[config.mk]
export PLATFORM = sky130hd
export DESIGN_NAME = vga_rect_fill
export DESIGN_NICKNAME = d
export VERILOG_FILES = /design/src/rtl/vga_rect_fill.sv
export SDC_FILE = /design/constraint.sdc
export NUM_CORES = 1
export LEC_CHECK = 0
export ABC_AREA = 1
export BUFFER_PORTS_ARGS = -buffer_cell sky130_fd_sc_hd__buf_2
export CAP_MARGIN = 0
export CORE_ASPECT_RATIO = 1.25
export CORE_MARGIN = 2
export CORE_UTILIZATION = 23
export CTS_BUF_LIST = sky130_fd_sc_hd__clkbuf_8 sky130_fd_sc_hd__clkbuf_16
export CTS_CLUSTER_SIZE = 40
export DETAILED_ROUTE_END_ITERATION = 7
export PLACE_DENSITY_LB_ADDON = 0.25
export SLEW_MARGIN = 20
export SYNTH_ARGS = -nofsm -noshare
export SYNTH_HDL_FRONTEND = slang
export SYNTH_SLANG_ARGS = --single-unit
[constraint.sdc]
create_clock -name clk -period 2 [get_ports clk]
set_clock_uncertainty 0.05 [all_clocks]
set_input_delay 0.3 -clock clk [delete_from_list [all_inputs] [get_ports clk]]
set_output_delay 0.3 -clock clk [all_outputs]
set_load 0.01 [all_outputs]
[src/rtl/vga_rect_fill.sv]
// Rectangle fill engine for the 160x120 VGA adapter.
// Sweeps a clipped rectangle in raster order, one pixel per clock.
module vga_rect_fill #(
    parameter int XW    = 8,
    parameter int YW    = 7,
    parameter int CW    = 3,
    parameter int X_MAX = 159,
    parameter int Y_MAX = 119
) (
    input  logic          clk,
    input  logic          reset,
    input  logic          start,
    input  logic [XW-1:0] x0,
    input  logic [YW-1:0] y0,
    input  logic [XW-1:0] w,
    input  logic [YW-1:0] h,
    input  logic [CW-1:0] colour,
    input  logic          stall,
    output logic [XW-1:0] x,
    output logic [YW-1:0] y,
    output logic [CW-1:0] colour_out,
    output logic          plot,
    output logic          busy,
    output logic          done
);

    typedef enum logic [1:0] {
        IDLE,
        LOAD,
        DRAW,
        FIN
    } state_t;

    localparam logic [XW:0] XLIM = (XW+1)'(X_MAX);
    localparam logic [YW:0] YLIM = (YW+1)'(Y_MAX);

    state_t        state;
    logic [XW-1:0] cmd_x0;
    logic [YW-1:0] cmd_y0;
    logic [XW-1:0] cmd_w;
    logic [YW-1:0] cmd_h;
    logic [CW-1:0] cmd_col;
    logic [XW-1:0] xe;
    logic [YW-1:0] ye;
    logic [XW-1:0] cx;
    logic [YW-1:0] cy;

    logic [XW:0]   x_end;
    logic [YW:0]   y_end;
    logic [XW-1:0] xe_c;
    logic [YW-1:0] ye_c;
    logic          empty;

    // Clipped extents from the latched command, one bit wider so nothing wraps
    always_comb begin
        x_end = {1'b0, cmd_x0} + {1'b0, cmd_w} - (XW+1)'(1);
        y_end = {1'b0, cmd_y0} + {1'b0, cmd_h} - (YW+1)'(1);
        xe_c  = (x_end > XLIM) ? XW'(X_MAX) : x_end[XW-1:0];
        ye_c  = (y_end > YLIM) ? YW'(Y_MAX) : y_end[YW-1:0];
        empty = (cmd_w == '0) || (cmd_h == '0)
             || ({1'b0, cmd_x0} > XLIM)
             || ({1'b0, cmd_y0} > YLIM);
    end

    // Command FSM and registered pixel outputs
    always_ff @(posedge clk or negedge reset) begin
        if (!reset) begin
            state      <= IDLE;
            cmd_x0     <= '0;
            cmd_y0     <= '0;
            cmd_w      <= '0;
            cmd_h      <= '0;
            cmd_col    <= '0;
            xe         <= '0;
            ye         <= '0;
            cx         <= '0;
            cy         <= '0;
            x          <= '0;
            y          <= '0;
            colour_out <= '0;
            plot       <= 1'b0;
            busy       <= 1'b0;
            done       <= 1'b0;
        end else begin
            unique case (state)
                IDLE: begin
                    plot <= 1'b0;
                    done <= 1'b0;
                    if (start) begin
                        cmd_x0  <= x0;
                        cmd_y0  <= y0;
                        cmd_w   <= w;
                        cmd_h   <= h;
                        cmd_col <= colour;
                        busy    <= 1'b1;
                        state   <= LOAD;
                    end
                end
                LOAD: begin
                    xe    <= xe_c;
                    ye    <= ye_c;
                    cx    <= cmd_x0;
                    cy    <= cmd_y0;
                    state <= empty ? FIN : DRAW;
                end
                DRAW: begin
                    if (stall) begin
                        plot <= 1'b0;
                    end else begin
                        x          <= cx;
                        y          <= cy;
                        colour_out <= cmd_col;
                        plot       <= 1'b1;
                        if (cx == xe) begin
                            if (cy == ye) begin
                                state <= FIN;
                            end else begin
                                cx <= cmd_x0;
                                cy <= cy + YW'(1);
                            end
                        end else begin
                            cx <= cx + XW'(1);
                        end
                    end
                end
                FIN: begin
                    plot  <= 1'b0;
                    done  <= 1'b1;
                    busy  <= 1'b0;
                    state <= IDLE;
                end
                default: state <= IDLE;
            endcase
        end
    end

endmodule

## Yosys cells after proc, flatten, opt, wreduce, memory -nomap -nowiden

Index checks and enable logic that the tools add are counted.

- $add $sub $neg: 6
- Order comparisons: 4
- Equal/unequal tests: 11
- Muxes and demuxes: 21
- Bitwise gates (word level): 1
- Reduce and logical (&&, ||, !) cells: 16

Operators with widths:

| cell | count |
|---|---|
| 8-bit 2-to-1 mux | 4 |
| 7-bit 2-to-1 mux | 4 |
| 8-bit one-hot mux with 2 select lines | 1 |
| 7-bit one-hot mux with 2 select lines | 1 |
| 2-bit != test, second input constant | 5 |
| 8-bit by 8-bit adder with 9-bit output | 1 |
| 9-bit by 8-bit > comparator with 1-bit output, second input constant | 1 |
| 9-bit by 1-bit subtractor with 9-bit output, second input constant | 1 |
| 7-bit by 7-bit adder with 8-bit output | 1 |
| 8-bit by 1-bit adder with 8-bit output, second input constant | 1 |
| 8-bit equality test | 1 |
| 8-bit by 7-bit > comparator with 1-bit output, second input constant | 1 |
| 8-bit > comparator, second input constant | 1 |
| 8-bit zero test | 1 |
| 2-bit 2-to-1 mux | 4 |
| 2-bit one-hot mux with 4 select lines | 1 |
| 4-bit AND reduction | 2 |
| 8-bit by 1-bit subtractor with 8-bit output, second input constant | 1 |
| 7-bit by 1-bit adder with 7-bit output, second input constant | 1 |
| 7-bit equality test | 1 |
| 7-bit > comparator, second input constant | 1 |
| 7-bit zero test | 1 |
| 1-bit one-hot mux with 2 select lines | 3 |
| 2-bit AND reduction | 3 |
| 10 further kinds | 17 |

- Register bits after elaboration: 86
- Output and inout bits: 21

## Depth between registers and ports, before layout

Gate-level depths: netlist of run 1.

- Depth after elaboration: 6
- Depth in mapped cells: 16
- Depth with buffers taken out: 16

## Worst setup path after synthesis of run 1

OpenSTA, ideal clock, no wires.

- Path type: reg2reg
- Start: register cmd_x0[1]
- End: register xe[0]
- Data arrival time: 1962 ps
- Slack: -125 ps
- Stages on the path, launching flop included: 17
- Buffers on the path: 0
- Clock period less this slack: 2125 ps
- Cell sequence: dfrtp_1 inv_1 ha_1 inv_1 ha_1 inv_1 fa_1 inv_1 nand3_1 nand3_1 nand2_1 nand2_1 inv_1 nand2_1 nand3b_1 nand2_1 inv_1

- Cells in the longest elaborated chain, start to end: 4

RTL lines:

| item | line | text |
|---|---|---|
| start, declared | 38 | `logic [XW-1:0] cmd_x0;` |
| start signal, assigned | 69 | `cmd_x0 <= '0;` |
| start signal, assigned | 90 | `cmd_x0 <= x0;` |
| 8-bit by 8-bit adder with 9-bit output | 56 | `x_end = {1'b0, cmd_x0} + {1'b0, cmd_w} - (XW+1)'(1);` |
| 9-bit by 1-bit subtractor with 9-bit output | 56 |  |
| 9-bit by 8-bit > comparator with 1-bit output | 58 | `xe_c = (x_end > XLIM) ? XW'(X_MAX) : x_end[XW-1:0];` |
| 8-bit 2-to-1 mux | 58 |  |
| end signal, assigned | 74 | `xe <= '0;` |
| end signal, assigned | 100 | `xe <= xe_c;` |
| end, declared | 43 | `logic [XW-1:0] xe;` |

No other way between the ends.
A chain may end at the register's enable or synchronous reset.

## Worst setup path after layout of run 1

- Start: register cmd_w[1]
- End: register xe[5]

- Cells in the longest elaborated chain, start to end: 4

RTL lines:

| item | line | text |
|---|---|---|
| start, declared | 40 | `logic [XW-1:0] cmd_w;` |
| start signal, assigned | 92 | `cmd_w <= w;` |
| 8-bit by 8-bit adder with 9-bit output * | 56 |  |
| 9-bit by 1-bit subtractor with 9-bit output * | 56 |  |
| 9-bit by 8-bit > comparator with 1-bit output | 58 |  |
| 8-bit 2-to-1 mux * | 58 |  |

Every way passes the cells marked *; elsewhere a longest branch is shown, timed or not.

==> summary.txt, run 1 <==
Run
  • Max Cap Violations: 0

Yosys
  • Post-Synthesis Cell Area: 0.005179 mm^2
  • Syn nets: 773
  • Biggest area consumer among synthesized cells: dfrtp_1
  • Main combinational cell family by area after synthesis: simple AND/OR/NAND/NOR gates
  • Async SR Flop Fraction: 1.000
  • Mapped Cells: 699
  • Seq/Total Area, Yosys: 0.4156
  • Synth Area in Adders: 0.09229
  • Mux contribution to synthesized area: 0.008698
  • Cell with the most instances after synthesis: nand2_1
  • Synth unique cells: 30
  • Seq cells post-synth: 86
  • XOR/XNOR Fraction of Synth Area: 0.01522
  • Leading post-synthesis cells by cell area: dfrtp_1 42%, nand2_1 17%, ha_1 8.5%, inv_1 8.2%, o21ai_0 5.8%
  • Mean Syn Cell Area: 7.409 um^2
  • Top-area cell type share of the netlist area: 0.4156
  • Synth warnings: 0
  • Synth Area in Simple Gates: 0.2873
  • Main synth FF type: dfrtp_1
  • Top cells by count, synth: 232 x nand2_1, 113 x inv_1, 86 x dfrtp_1, 60 x o21ai_0, 58 x nand3_1
  • EDFF count, synth: 0
  • Synth Area in Compound Gates: 0.08045

Timing
  • Fin. Hold Viols: 0
  • Max Slew Vio Count: 0
  • Final worst path period share: 1.049
  • Setup violations, final: 15
  • Setup TNS after final layout: -791.2 ps
  • Fmax achieved: 476.5 MHz
  • Worst-Margin Slew: 422.6 ps
  • Min Clock Period, post-route: 2099 ps
  • Worst slew margin: 0.7183
  • Setup slack after layout: -98.80 ps
  • RSZ-0062 raised after global routing: yes

Layout
  • Core Util, Final: 0.3176
  • Layout cell share with drive strength beyond 1: 0.3045
  • Final net count: 913
  • # diodes: 0
  • Fill cell count: 2416
  • Area grow syn2layout: 36.19%

Route
  • Final WL: 13.89 mm
  • Drt first pass iters: 4
  • Via-to-Cell Ratio: 4.094
  • Residual DRC: 0
  • DRT iter0 DRCs: 160
  • Via count: 4614
  • Avg WL per Cell: 12.33 um
  • Final ANT Viol Nets: 0

Die
  • Io pins: 58
  • Site Rows: 61
  • Die area: 0.02374 mm^2
  • Die Y: 171.8 um
  • DIE WIDTH: 138.2 um
  • Starting density of the core: 0.2332
  • Core area: 0.02221 mm^2

Critical path
  • CP Launch Type: flop
  • WS Path Type: flop to flop
  • CP Max Fanout: 2
  • Flop2flop setup slack: -100 ps
  • Reg2Reg Depth: 15
  • CP required: 2170 ps
  • Worst r2r dst: xe[5]
  • Worst path arrival time: 2270 ps
  • Crit path capture type: flop
  • Worst r2r src: cmd_w[1]

Clock tree
  • Root Buffer: clkbuf_16
  • Max clock buf depth: 2
  • Clock Sinks: 86
  • H-tree Lvls: 3
  • CTS tree: done
  • Skew-Pair Late Insertion Delay: 340 ps
  • TritonCTS Buffers: 9
  • Clock-pin transition on the worst setup and hold timing paths: 70 ps

Hold path
  • Hold/Removal Path Class: input port to flop
  • Worst min-delay path startpoint: colour[2]
  • Hold endpoint: cmd_col[2]
  • Worst hold path depth: 3

Placement
  • DPL Wire Length: 10.56 mm
  • Port Buf Inserts: 57
  • GPL Wtd Cong: 0.7763

Run status
  • Failing checks: setup timing
  • Status: complete, but fails checks

Global routing
  • Gr usage total: 0.1193
  • Initial antenna violation count: 0
  • Vias in the first global route: 4614
  • Largest net degree at the start of global routing: 58
  • First-pass GRT wire length: 22.88 mm
  • Total gr overflow: 0
[layer usage]
| metal | share of wire | GRT usage | routed length [um] | up-vias |
|---|---|---|---|---|
| met5 | 0 | 0 | 0 | - |
| met4 | 0.014 | 0.03549 | 199 | 0 |
| met3 | 0.020 | 0.01448 | 278 | 14 |
| met2 | 0.48 | 0.2047 | 6637 | 73 |
| met1 | 0.49 | 0.1582 | 6777 | 2068 |
| li1 | - | - | - | 2459 |
[cell usage in the layout, fill, tap and decap left out, types with 2 or more instances in the layout]
| master | count |
|---|---|
| inv_2 | 30 |
| o21ai_2 | 2 |
| ha_1 | 21 |
| buf_2 | 56 |
| fa_2 | 2 |
| nand3b_1 | 7 |
| buf_12 | 2 |
| or2_2 | 2 |
| nand3_2 | 14 |
| buf_4 | 84 |
| a21oi_2 | 2 |
| xnor2_1 | 2 |
| clkinvlp_4 | 5 |
| o21ai_0 | 59 |
| nand2_2 | 13 |
| mux2_2 | 4 |
| nand3_1 | 46 |
| nand2_4 | 7 |
| inv_1 | 93 |
| nor2_2 | 3 |
| ha_4 | 14 |
| dfrtp_1 | 86 |
| xor2_1 | 5 |
| nor2_1 | 25 |
| a21oi_1 | 8 |
| nand2_1 | 219 |
| nand4_1 | 7 |
| o21ai_4 | 2 |
| clkbuf_16 | 9 |
| o21ai_1 | 2 |
[logic make-up (layout without fill, tap and decap cells)]
logic type / count (synthesis) / count (layout)
simple gates: 347 / 347
buf+inv: 138 / 283
flops: 86 / 86
compound gates: 78 / 78
fa+ha+maj: 37 / 37
xor+xnor: 9 / 9
mux: 4 / 4
[worst max-delay path, stage by stage (launching register included)]
cell	delay (ps)
dfrtp_1	380
inv_2	80
ha_4	210
inv_4	50
ha_4	120
inv_2	40
fa_2	340
inv_2	80
nand2_2	50
nand2_1	50
nand2_1	60
buf_4	130
buf_4	120
buf_4	120
nand3_2	50
o21ai_1	50
[registers in the layout (all words and copies together), names as in the netlist]
| signal | count |
|---|---|
| cmd_x0 | 8 |
| cmd_h | 7 |
| state | 2 |
| x | 8 |
| busy | 1 |
| cmd_y0 | 7 |
| plot | 1 |
| cmd_w | 8 |
| cx | 8 |
| ye | 7 |
| done | 1 |
| xe | 8 |
| colour_out | 3 |
| cy | 7 |
| y | 7 |
| cmd_col | 3 |
[worst max path at each step]
stage               slack [ps]      start     to
global route              -230   cmd_w[1]  xe[2]
CTS                       -110   cmd_w[1]  xe[2]
floorplan                  -30  cmd_x0[1]  xe[0]
global placement          -200  cmd_x0[5]  xe[4]
finish                    -100   cmd_w[1]  xe[5]
detailed placement        -210  cmd_x0[5]  xe[3]
[through the flow]
| stage | area (um^2) | std cells | worst slack, ps | hold slack, ps |
|---|---|---|---|---|
| 2_1_floorplan | 5186 | 699 | -31.22 | -45.59 |
| 3_3_place_gp | 6316 | 1094 | -196.9 | 222.1 |
| 3_5_place_dp | 6316 | 1094 | -211.8 | 221.2 |
| 4_1_cts | 6879 | 1122 | -114.7 | 87.46 |
| 5_1_grt | 7053 | 1127 | -226.5 | 88.30 |
| 6_report | 7053 | 1127 | -98.80 | 98.42 |
[cell type report]
cell class                      count  area, um^2  share of cell area
Inverter                          124       467.9             0.06635
Clock inverter                      7       50.05            0.007096
Multi-Input combinational cell    475        2843              0.4031
Sequential cell                    86        2152              0.3051
Timing Repair Buffer              143       960.9              0.1362
Clock buffer                        9       225.2             0.03193
Tap cell                          283       354.1             0.05020
[timing repair]
action / in CTS / in global routing
setup buffers: 11 / 5
setup endpoints to repair: 15 / 15
pin swaps: 23 / 25
gates resized for setup: 43 / 32
hold endpoints to repair: 25 / 0
hold buffers: 1 / 0
cloned: 0 / 0
Power of run 1 is not shown: default switching activity piles up to over one toggle a cycle in this logic, so the estimate is an artifact.
==> inputs of run 2 (changes only) <==
Settings changed: GPL_TIMING_DRIVEN set to 0.
==> summary.txt, run 2 (synthesis gave the netlist of run 1 again) <==
Run status
  • Status: complete, but fails checks
  • Failing checks: setup timing

Layout
  • # diodes: 0 (unchanged)
  • Fill cell count: 2427 (+0.46%)
  • Core Util, Final: 0.2999 (-0.01769)
  • Design area: 0.006660 mm^2 (-5.6%)
  • Area grow syn2layout: 28.61%
  • Final net count: 867 (-5.0%)
  • Layout cell share with drive strength beyond 1: 0.2594 (-0.04510)
  • Commonest non-fill, non-tap cell in the layout: nand2_1
  • Most frequent cells in the layout: 220 x nand2_1, 92 x inv_1, 85 x dfrtp_1

Timing
  • RSZ-0062 raised after global routing: yes
  • Worst slew margin: 0.6674 (-0.05088)
  • Min Clock Period, post-route: 2159 ps (+60.34 ps)
  • Setup TNS after final layout: -1258 ps (-466.5 ps)
  • Fin. Hold Viols: 0 (unchanged)
  • Worst-Margin Slew: 498.9 ps (+76.33 ps)
  • Max Slew Vio Count: 0 (unchanged)
  • Setup violations, final: 15 (unchanged)
  • Fmax achieved: 463.1 MHz (-2.8%)
  • Final worst path period share: 1.080 (+0.03017)
  • Setup slack after layout: -159.1 ps (-60.34 ps)

Route
  • Drt first pass iters: 4 (unchanged)
  • Via-to-Cell Ratio: 4.175 (+2.0%)
  • Avg WL per Cell: 12.94 um (+5.0%)
  • Final WL: 13.99 mm (+0.70%)
  • DRT iter0 DRCs: 130 (-19%)
  • Residual DRC: 0 (unchanged)
  • Final ANT Viol Nets: 0 (unchanged)
  • Via count: 4513 (-2.2%)

Global routing
  • Gr usage total: 0.1205 (+0.001177)
  • Grt peak-use layer: met2
  • M2 GR Usage: 0.2142 (+0.009471)
  • First-pass GRT wire length: 22.72 mm (-0.69%)
  • Largest net degree at the start of global routing: 61 (+5.2%)
  • M1 GR Usage: 0.1520 (-0.006227)
  • Vias in the first global route: 4414 (-4.3%)
  • Initial antenna violation count: 0 (unchanged)
  • Total gr overflow: 0 (unchanged)
  • Met3 usage: 0.01308 (-0.001392)

Critical path
  • Worst path bufs/invs: 5 (-2)
  • CP cell instances: inv_2, ha_4, inv_2, ha_4, inv_4, fa_2, inv_2, nand2_2, nand2_2, nand2_2, nand2_2, nand3_2, nand2_4, nand3b_1, nand2_1, inv_1
  • Crit path capture type: flop
  • CP Launch Type: flop
  • CP Max Fanout: 7 (+5)
  • CP required: 2190 ps (+20 ps)
  • Crit path max-delay cell type: dfrtp_1
  • WS Path Type: flop to flop
  • Cell class contributing the biggest share of worst-path delay: adder cells
  • Most frequent CP cell: nand2_2
  • CP peak stage delay: 390 ps (about the same)
  • Worst path arrival time: 2350 ps (+80 ps)

Die
  • Starting density of the core: 0.2332 (unchanged)
  • Die Y: 171.8 um (unchanged)
  • Site Rows: 61 (unchanged)
  • Die area: 0.02374 mm^2 (unchanged)
  • Io pins: 58 (unchanged)
  • Core area: 0.02221 mm^2 (unchanged)
  • DIE WIDTH: 138.2 um (unchanged)

Placement
  • Port Buf Inserts: 57 (unchanged)
  • Placed cell area: 0.005859 mm^2 (-7.2%)
  • GPL Wtd Cong: 0.8264 (+6.5%)
  • Pre-CTS setup slack: -314.1 ps (-102.3 ps)
  • DPL Wire Length: 10.59 mm (+0.30%)

Clock tree
  • H-tree Lvls: 3 (unchanged)
  • Skew-Pair Late Insertion Delay: 350 ps (about the same)
  • Root Buffer: clkbuf_16
  • Clock-pin transition on the worst setup and hold timing paths: 70 ps (about the same)
  • TritonCTS Buffers: 9 (unchanged)
  • Clock Sinks: 86 (unchanged)
  • CTS tree: done
  • Max clock buf depth: 2 (unchanged)

Run
  • Max Cap Violations: 0 (unchanged)

Hold path
  • Hold/Removal Path Class: input port to flop
-- run 2: final timing paths --
| check | startpoint | cells after the start | slack (ps) | end |
|---|---|---|---|---|
| max in group asynchronous | reset | 3 | 970 | xe[6] |
| worst min register to register | x[3] | 2 | 430 | x[3] |
| worst min-delay path | colour[2] | 3 | 90 | cmd_col[2] |
| worst max-delay path | cmd_w[1] | 16 | -160 | xe[0] |
| min in group asynchronous | reset | 2 | 330 | cmd_y0[6] |
| worst max register to register | cmd_w[1] | 16 | -160 | xe[0] |
-- run 2: final cells by class --
type	instances	area, um^2	area share
multi-input combinational	475	2824	0.4240
sequential	86	2153	0.3233
timing repair buffer	83	513.0	0.07702
inverter	124	467.9	0.07026
tap	283	354.1	0.05317
clock buffer	9	225.2	0.03382
buffer	14	67.56	0.01014
clock inverter	7	55.05	0.008266
-- run 2: worst min-delay path, delay by kind of cell --
| family | cells | cell delay, ps |
|---|---|---|
| simple gates | 2 | 80 |
| buf+inv | 1 | 70 |
-- run 2: layer usage --
metal	vias up	wire (um)
li1	2379	-
met1	2062	6552
met2	53	6952
met3	19	229
met4	0	255
met5	-	0
-- run 2: through the flow --
stage / hold WS, ps / cells
after floorplan: -45.59 / 699
after global placement: 413.0 / 1039
after detailed placement: 139.5 / 1040
after CTS: 82.80 / 1072
after global routing: 104.8 / 1081
final: 92.26 / 1081
-- run 2: repair_timing --
action | CTS | global route
resized for setup | 45 | 48
pin swaps | 23 | 27
setup endpoints to repair | 16 | 71
cloned | 0 | 0
buffers inserted | 15 | 10
hold buffers | 1 | 0
endpoints found under the hold margin | 26 | 0
Power of run 2 is left out for the same reason.
